<file path="src/rtl/lsu_pkg.sv">
// Shared encodings for the load/store unit: access sizes, FSM states and lane geometry.
package lsu_pkg;

    localparam logic [1:0] SZ_BYTE = 2'b00;
    localparam logic [1:0] SZ_HALF = 2'b01;
    localparam logic [1:0] SZ_WORD = 2'b10;
    localparam logic [1:0] SZ_RSVD = 2'b11;

    localparam logic [1:0] ST_IDLE  = 2'd0;
    localparam logic [1:0] ST_READ  = 2'd1;
    localparam logic [1:0] ST_WRITE = 2'd2;
    localparam logic [1:0] ST_RESP  = 2'd3;

    localparam int unsigned BYTE_W = 8;
    localparam int unsigned HALF_W = 16;

    function automatic logic access_err(input logic [1:0] size, input logic [1:0] offset);
        case (size)
            SZ_BYTE: access_err = 1'b0;
            SZ_HALF: access_err = offset[0];
            SZ_WORD: access_err = |offset;
            default: access_err = 1'b1;
        endcase
    endfunction

endpackage

</file>
<file path="src/rtl/lsu_lane_align.sv">
// Lane steering between a memory word and the core: extract/extend for loads,
// lane replacement for read-modify-write stores.
module lsu_lane_align
    import lsu_pkg::*;
#(
    parameter bit BIG_ENDIAN = 1'b1
) (
    input  logic [31:0] rd_word,
    input  logic [1:0]  size,
    input  logic        is_unsigned,
    input  logic [1:0]  offset,
    input  logic [31:0] wdata,
    output logic [31:0] load_data,
    output logic [31:0] merged
);

    logic [1:0]        byte_lane;
    logic              half_hi;
    logic [BYTE_W-1:0] sel_byte;
    logic [HALF_W-1:0] sel_half;

    always_comb begin
        byte_lane = BIG_ENDIAN ? (2'd3 - offset) : offset;
        half_hi   = BIG_ENDIAN ? ~offset[1] : offset[1];
        sel_byte  = rd_word[{byte_lane, 3'b000} +: BYTE_W];
        sel_half  = half_hi ? rd_word[31:16] : rd_word[15:0];
        load_data = rd_word;
        merged    = rd_word;
        case (size)
            SZ_BYTE: begin
                load_data = {{24{~is_unsigned & sel_byte[BYTE_W-1]}}, sel_byte};
                merged[{byte_lane, 3'b000} +: BYTE_W] = wdata[BYTE_W-1:0];
            end
            SZ_HALF: begin
                load_data = {{16{~is_unsigned & sel_half[HALF_W-1]}}, sel_half};
                merged[{half_hi, 4'b0000} +: HALF_W] = wdata[HALF_W-1:0];
            end
            default: begin
                load_data = rd_word;
                merged    = wdata;
            end
        endcase
    end

endmodule

</file>
<file path="src/rtl/load_store_unit.sv">
// Load/store unit: turns byte/half/word core requests into word accesses on data_memory,
// with read-modify-write for sub-word stores and registered response outputs.
module load_store_unit
    import lsu_pkg::*;
#(
    parameter int unsigned ADDR_W     = 32,
    parameter bit          BIG_ENDIAN = 1'b1
) (
    input  logic              clk,
    input  logic              reset,
    input  logic              req_valid,
    output logic              req_ready,
    input  logic              req_we,
    input  logic [1:0]        req_size,
    input  logic              req_unsigned,
    input  logic [ADDR_W-1:0] req_addr,
    input  logic [31:0]       req_wdata,
    output logic              resp_valid,
    output logic [31:0]       resp_rdata,
    output logic              resp_err,
    output logic [ADDR_W-1:0] mem_a,
    output logic [31:0]       mem_wd,
    output logic              mem_we,
    input  logic [31:0]       mem_rd
);

    logic [1:0]        state_q, state_d;
    logic              we_q, we_d;
    logic [1:0]        size_q, size_d;
    logic              uns_q, uns_d;
    logic [1:0]        off_q, off_d;
    logic [31:0]       wdata_q, wdata_d;
    logic [ADDR_W-1:0] mem_a_q, mem_a_d;
    logic [31:0]       mem_wd_q, mem_wd_d;
    logic              mem_we_q, mem_we_d;
    logic              resp_valid_q, resp_valid_d;
    logic [31:0]       resp_rdata_q, resp_rdata_d;
    logic              resp_err_q, resp_err_d;

    logic              accept;
    logic [31:0]       load_data;
    logic [31:0]       merged;

    lsu_lane_align #(
        .BIG_ENDIAN (BIG_ENDIAN)
    ) u_align (
        .rd_word     (mem_rd),
        .size        (size_q),
        .is_unsigned (uns_q),
        .offset      (off_q),
        .wdata       (wdata_q),
        .load_data   (load_data),
        .merged      (merged)
    );

    assign req_ready = (state_q == ST_IDLE) && !reset;
    assign accept    = req_valid && req_ready;

    always_comb begin
        state_d      = state_q;
        we_d         = we_q;
        size_d       = size_q;
        uns_d        = uns_q;
        off_d        = off_q;
        wdata_d      = wdata_q;
        mem_a_d      = mem_a_q;
        mem_wd_d     = mem_wd_q;
        resp_rdata_d = '0;
        resp_err_d   = 1'b0;
        case (state_q)
            ST_IDLE: begin
                if (accept) begin
                    we_d    = req_we;
                    size_d  = req_size;
                    uns_d   = req_unsigned;
                    off_d   = req_addr[1:0];
                    wdata_d = req_wdata;
                    if (access_err(req_size, req_addr[1:0])) begin
                        state_d    = ST_RESP;
                        resp_err_d = 1'b1;
                    end else begin
                        mem_a_d  = {req_addr[ADDR_W-1:2], 2'b00};
                        mem_wd_d = req_wdata;
                        state_d  = (req_we && req_size == SZ_WORD) ? ST_WRITE : ST_READ;
                    end
                end
            end
            ST_READ: begin
                if (we_q) begin
                    mem_wd_d = merged;
                    state_d  = ST_WRITE;
                end else begin
                    resp_rdata_d = load_data;
                    state_d      = ST_RESP;
                end
            end
            ST_WRITE: state_d = ST_RESP;
            default:  state_d = ST_IDLE;
        endcase
        // Strobes are registered from the next state so they are glitch-free for the whole cycle.
        mem_we_d     = (state_d == ST_WRITE);
        resp_valid_d = (state_d == ST_RESP);
    end

    always_ff @(posedge clk or posedge reset) begin
        if (reset) begin
            state_q      <= ST_IDLE;
            we_q         <= 1'b0;
            size_q       <= SZ_BYTE;
            uns_q        <= 1'b0;
            off_q        <= '0;
            wdata_q      <= '0;
            mem_a_q      <= '0;
            mem_wd_q     <= '0;
            mem_we_q     <= 1'b0;
            resp_valid_q <= 1'b0;
            resp_rdata_q <= '0;
            resp_err_q   <= 1'b0;
        end else begin
            state_q      <= state_d;
            we_q         <= we_d;
            size_q       <= size_d;
            uns_q        <= uns_d;
            off_q        <= off_d;
            wdata_q      <= wdata_d;
            mem_a_q      <= mem_a_d;
            mem_wd_q     <= mem_wd_d;
            mem_we_q     <= mem_we_d;
            resp_valid_q <= resp_valid_d;
            resp_rdata_q <= resp_rdata_d;
            resp_err_q   <= resp_err_d;
        end
    end

    assign mem_a      = mem_a_q;
    assign mem_wd     = mem_wd_q;
    assign mem_we     = mem_we_q;
    assign resp_valid = resp_valid_q;
    assign resp_rdata = resp_rdata_q;
    assign resp_err   = resp_err_q;

endmodule

</file>
<file path="config.mk">
export PLATFORM = sky130hd
export DESIGN_NAME = load_store_unit
export DESIGN_NICKNAME = d
export VERILOG_FILES = /design/src/rtl/lsu_pkg.sv /design/src/rtl/lsu_lane_align.sv /design/src/rtl/load_store_unit.sv
export SDC_FILE = /design/constraint.sdc
export NUM_CORES = 1
export LEC_CHECK = 0
export ABC_AREA = 1
export ABC_CLOCK_PERIOD_IN_PS = 14100
export CORE_MARGIN = 3
export CORE_UTILIZATION = 35
export DETAILED_ROUTE_END_ITERATION = 6
export MAX_ROUTING_LAYER = met4
export SLEW_MARGIN = 10
export SYNTH_ARGS = -nofsm -noshare
export SYNTH_HDL_FRONTEND = slang
export SYNTH_SLANG_ARGS = --single-unit
</file>
<file path="constraint.sdc">
create_clock -name clk -period 14.1 [get_ports clk]
set_clock_uncertainty 0.05 [all_clocks]
set_input_delay 4.23 -clock clk [delete_from_list [all_inputs] [get_ports clk]]
set_output_delay 4.23 -clock clk [all_outputs]
set_load 0.01 [all_outputs]
</file>
==> results.md, run 1 <==
* Clk Latency, worst-skew pair at about 0.42 ns
* Critical-path top delay cell: clkdlybuf4s50_1
* Vias in the first global route at 6525
* Hold WC Path Type: reg -> reg
* Cts bufs inserted at 17
* Final Max Slew Viols at 0
* Nets at 1280
* CTS Hold Bufs at 0
* Post-cts gate resize count at 0
* RSZ-0062 raised after global routing: no
* Setup crit end kind: primary output
* Die Area at 22200 µm²
* Layout cells sized above 1 at 4.40%
* Number of max-cap violations at 0
* Placer Congestion at ~0.92
* Final cycle utilization of the critical path at 68.6%
* Critical path depth at 3
* Cell Area, Placed at 9310 µm²
* Register area at 3430 µm²
* Status: finished clean
* Area Growth Syn to Fin at 37.9%
* Average wire per standard cell at roughly 15 µm
* Pre-antenna DRT Iters at 5
* Cell area after layout at roughly 10000 µm²
* Maximum VDD drop at 97.3 µV
* Hpwl dp at 16300 µm
* CP Buf/Inv Count at 2
* Core Box Area at around 20000 µm²
* Setup TNS at 0 ns
* Synth cell types at 25
* Number of antenna violations at the first check in global routing at 0
* CTS root buf: clkbuf_16
* Total setup buffers inserted after CTS at 0
* Post-Synthesis Cells at between 900 and 1000
* Via count at 6933
* CP Launch Type: input pin
* Critical path class: in -> out
* Min Hold Slack at roughly 0.42 ns
* Top Ports at 203
* Most common cell on crit path: clkdlybuf4s50_1
* Port bufs at 200
* Tot GR Track Use at 20.8%
* Worst Path Required at 9.82 ns
* Count of final setup violators at 0
* Filler-free cell count of the finished design at 1446
* CTS max path bufs at 2
* Starting Density at 36.2%
* Hold path cells at 2
* Syn Std Cell Area at 7150 µm²
* CTS tree: yes
* Largest net degree at the start of global routing at 88
* Slew HR at 32.2%
* Max incr delay on CP at 0.54 ns
* # DRC at 0
* PD cells at 222 nW/µm²
* Placed cells at 1414
* Synth Area per Inst at approximately 7 µm²
* WL final at 22400 µm
* H-tree depth at 4
* Worst path cell trace: clkdlybuf4s50_1, nor2_1, clkdlybuf4s50_1
* Arr. time, crit path at 5.39 ns
* Minimum clock period at 9.67 ns
* Reg clk slew, reported paths at 0.06 ns
* Commonest cells after routing, fill and taps aside: nand2_1 (358), clkdlybuf4s50_1 (200), dfrtp_1 (137)
* Family with the most delay on the worst path: buffers and inverters
* Peak fanout along the critical path at 2
* Multi-input gate area at 3150 µm²
* Gr ovfl total at 0
* First-pass GRT wire length at approximately 36000 µm
* ANT nets after route at 0
* Worst slew pin tran at about 1.0 ns
* Yosys warns at 0
* Die H at 149 µm
* Ant diodes at 0
* DR vias/cell at ~4.8
* Post-synthesis register bit count at 137
* Seq/Total Area, Yosys at a little under half
* FILL cells at about 2000
* CTS Sinks at 137
* Commonest non-fill, non-tap cell in the layout: nand2_1
* Peak Freq at 0.103 GHz
* Final number of hold-violating endpoints at 0
* Detailed Route Iter0 Violations at 562
* Die X at 149 µm
* Num rows at 51
* Number of cells on the worst reg-to-reg path at 9
* Leakage power at 4.89 nW
[synth_stat cells (all sizes together)]
| library cell | n | area share [%] |
|---|---|---|
| nand2 | 362 | 19 |
| dfrtp | 137 | 48 |
| nand3 | 103 | 7.3 |
| nor2 | 93 | 5.0 |
| o21ai | 88 | 6.2 |
| inv | 87 | 4.6 |
| a21oi | 43 | 3.0 |
| buf | 30 | 2.2 |
| clkbuf | 24 | 1.3 |
| ha | 9 | 1.6 |
| o211ai | 8 | 0.84 |
| o22ai | 7 | 0.61 |
| conb | 1 | 0.052 |
| nor3 | 1 | 0.070 |
| or2 | 1 | 0.088 |
[report_power, final]
| part | leakage (nW) | internal (mW) | switching [mW] |
|---|---|---|---|
| clock | 0.268 | 0.244 | 0.178 |
| combinational | 2.88 | 0.453 | 0.646 |
| sequential | 1.74 | 0.568 | 0.103 |
| total | 4.89 | 1.27 | 0.928 |
[tightest hold or removal path: cells and delay by family, from the launching register on]
kind          cells  cell delay, ns
simple gates      2            0.11
flops             1            0.34
[cells by family (layout without fill, tap and decap cells)]
group	after synthesis	in the layout	synth area share, %
and+or+nand+nor	560	560	31.8
AOI/OAI and AO/OA	146	146	10.6
buffers and inverters	141	327	8.03
DFF	137	137	47.9
adders and majority gates	9	9	1.57
other	1	2	0.0524
[routing by layer]
metal,up-vias,track usage (%),routed length [µm]
met4,0,6.45,467
met3,28,3.80,1380
met5,-,-,0
met2,228,30.6,10100
met1,3189,29.3,10500
li1,3488,-,-
[final timing paths]
| path | end | slack, ns | start |
|---|---|---|---|
| worst max-delay path | req_ready | 4.43 | reset |
| worst max register to register | mem_a[8] | 10.85 | state_q[0] |
| min in group asynchronous | mem_a[3] | 4.30 | reset |
| worst min-delay path | mem_a[25] | 0.42 | mem_a[25] |
| max in group asynchronous | wdata_q[6] | 8.54 | reset |
| worst min register to register | mem_a[25] | 0.42 | mem_a[25] |
[layout make-up]
type	count	area share, %
Clock buffer	19	4.39
Clock inverter	13	1.23
Inverter	87	3.36
Multi-Input combinational cell	717	32.0
Sequential cell	137	34.8
Tap cell	265	3.36
Timing Repair Buffer	208	20.9
[sequential cells by signal (all words and copies together) (netlist names)]
signal,cells
mem_we,1
mem_a,30
resp_rdata,32
size_q,2
we_q,1
off_q,2
resp_err,1
resp_valid,1
state_q,2
mem_wd,32
wdata_q,32
uns_q,1
[per-stage QoR]
| step | util, % | total power [mW] | setup WS (ns) |
|---|---|---|---|
| after detailed placement | 47.1 | 1.77 | 4.43 |
| final | 49.9 | 2.19 | 4.43 |
| after global routing | 49.9 | 2.38 | 4.35 |
| after global placement | 47.1 | 1.76 | 4.43 |
| after CTS | 49.9 | 2.21 | 4.42 |
| after floorplan | - | 1.33 | 5.42 |
Power figures use the tool's default switching activity.
==> run 2: changes to the inputs <==
ABC_CLOCK_PERIOD_IN_PS = 9800   (was 14100)
clock period = 9.8 ns   (was 14.1 ns; I/O delays follow)
==> results.md, run 2 (synthesized netlist as in run 1, its figures left out) <==
* Global Route met2 Usage at a little under a third
* Port bufs at 200
* ANT nets after route at 0
* Placed cells at about 1400
* Placer Congestion at 0.915
* Vias in the first global route at roughly 6700
* Starting Density at between 30% and 40%
* Die X at 149 µm
* Routing usage on met1 at 30.3%
* CTS root buf: clkbuf_16
* Nets at between 1000 and 1500
* Tot GR Track Use at 21.2%
* Global route hottest layer: met2
* Peak Freq at 0.141 GHz
* WL final at 22500 µm
* Final cycle utilization of the critical path at 72.4%
* Via count at 6916
* Reg clk slew, reported paths at 0.06 ns
* Fin util at 50.3%
* H-tree depth at 4
* Hpwl dp at 16200 µm
* Die H at 149 µm
* Setup TNS at 0 ns
* CP Buf/Inv Count at 2
* Commonest cells after routing, fill and taps aside: nand2_1 (358), clkdlybuf4s50_1 (200), dfrtp_1 (137)
* Number of max-cap violations at 0
* Final Max Slew Viols at 0
* Layout cells sized above 1 at 4.49%
* Gr ovfl total at 0
* Critical-path top delay cell: clkdlybuf4s50_1
* Largest net degree at the start of global routing at 89
* First-pass GRT wire length at between 30000 and 40000 µm
* Total setup buffers inserted after CTS at 0
* # DRC at 0
* Clk Latency, worst-skew pair at 0.42 ns
* Cts bufs inserted at 17
* Ant diodes at 0
* Worst slew pin tran at between 1 and 1.5 ns
* Slew HR at 32.0%
* Arr. time, crit path at 4.10 ns
* PD cells at 326 nW/µm²
* FILL cells at 1986
* DP Worst Slack at between 2 and 3 ns
* CP Launch Type: input pin
* Filler-free cell count of the finished design at 1446
* Peak fanout along the critical path at 2
* RSZ-0062 raised after global routing: no
* Final number of hold-violating endpoints at 0
* CTS tree: yes
* Minimum clock period at 7.09 ns
* CTS max path bufs at 2
* Hold WC Path Type: reg -> reg
* Num rows at 51
* Top Ports at 203
* Count of final setup violators at 0
* Leakage power at 4.93 nW
* Most common cell on crit path: clkdlybuf4s50_1
* Min Hold Slack at roughly 0.42 ns
* Average wire per standard cell at 15.6 µm
* Family with the most delay on the worst path: buffers and inverters
* GR Util met3 at 3.95%
* Post-cts gate resize count at 0
* Setup crit end kind: primary output
* Detailed Route Iter0 Violations at between 400 and 500
* Cell Area, Placed at slightly above 9000 µm²
* Slack of the critical path at 2.71 ns
* Area Growth Syn to Fin at 39.0%
* Max incr delay on CP at roughly 0.54 ns
* Cell area after layout at 9940 µm²
* Number of antenna violations at the first check in global routing at 0
* Pre-antenna DRT Iters at 5
* Maximum VDD drop at 128 µV
* Critical path class: in -> out
* Post-layout total power at around 3.2 mW
* Die Area at 22200 µm²
* DR vias/cell at approximately 4.8
* Commonest non-fill, non-tap cell in the layout: nand2_1
* CTS Sinks at 137
* CTS Hold Bufs at 0
* Worst Path Required at ~6.8 ns
* Worst path cell trace: clkdlybuf4s50_1, nor2_1, clkdlybuf4s50_1
* Core Box Area at 19800 µm²
* Status: finished clean
==> run 2: changes by cell type in the layout (fill, tap and decap cells not counted), sizes merged <==
| cell | previous run | this run |
|---|---|---|
| inv | 90 | 89 |
| bufinv | 1 | 4 |
| clkinv | 7 | 5 |
==> run 2: area by class of cell <==
class                      count  area, µm²  area share (%)
clock inverter                13        193            1.94
tap                          265        332            3.33
multi-input combinational    717       3150            31.7
timing repair buffer         208       2060            20.7
inverter                      87        332            3.33
sequential                   137       3430            34.5
clock buffer                  19        443            4.45
==> run 2: path summary, 6_finish.rpt <==
check,from,endpoint,slack (ns),cells after the start
max,reset,req_ready,2.71,3
min,mem_a[8],mem_a[8],0.42,2
max reg2reg,state_q[1],mem_a[10],6.89,8
min reg2reg,mem_a[8],mem_a[8],0.42,2
max in group asynchronous,reset,wdata_q[5],5.47,3
min in group asynchronous,reset,mem_a[30],3.03,2
==> run 2: tightest hold or removal path, stage by stage (launching register included) <==
cell and delay, ns:
dfrtp_1 0.34, nand2_1 0.05, nand2_1 0.04
==> run 2: per-layer routing <==
metal / routed length (µm) / vias up
li1: - / 3490
met1: 10800 / 3192
met2: 10000 / 209
met3: 1260 / 25
met4: 451 / 0
met5: 0 / -
==> run 2: power by group <==
group          switching, mW  total [mW]  internal [mW]
sequential             0.148       0.966          0.818
combinational          0.931        1.58          0.651
clock                  0.260       0.696          0.436
total                   1.34        3.24           1.90
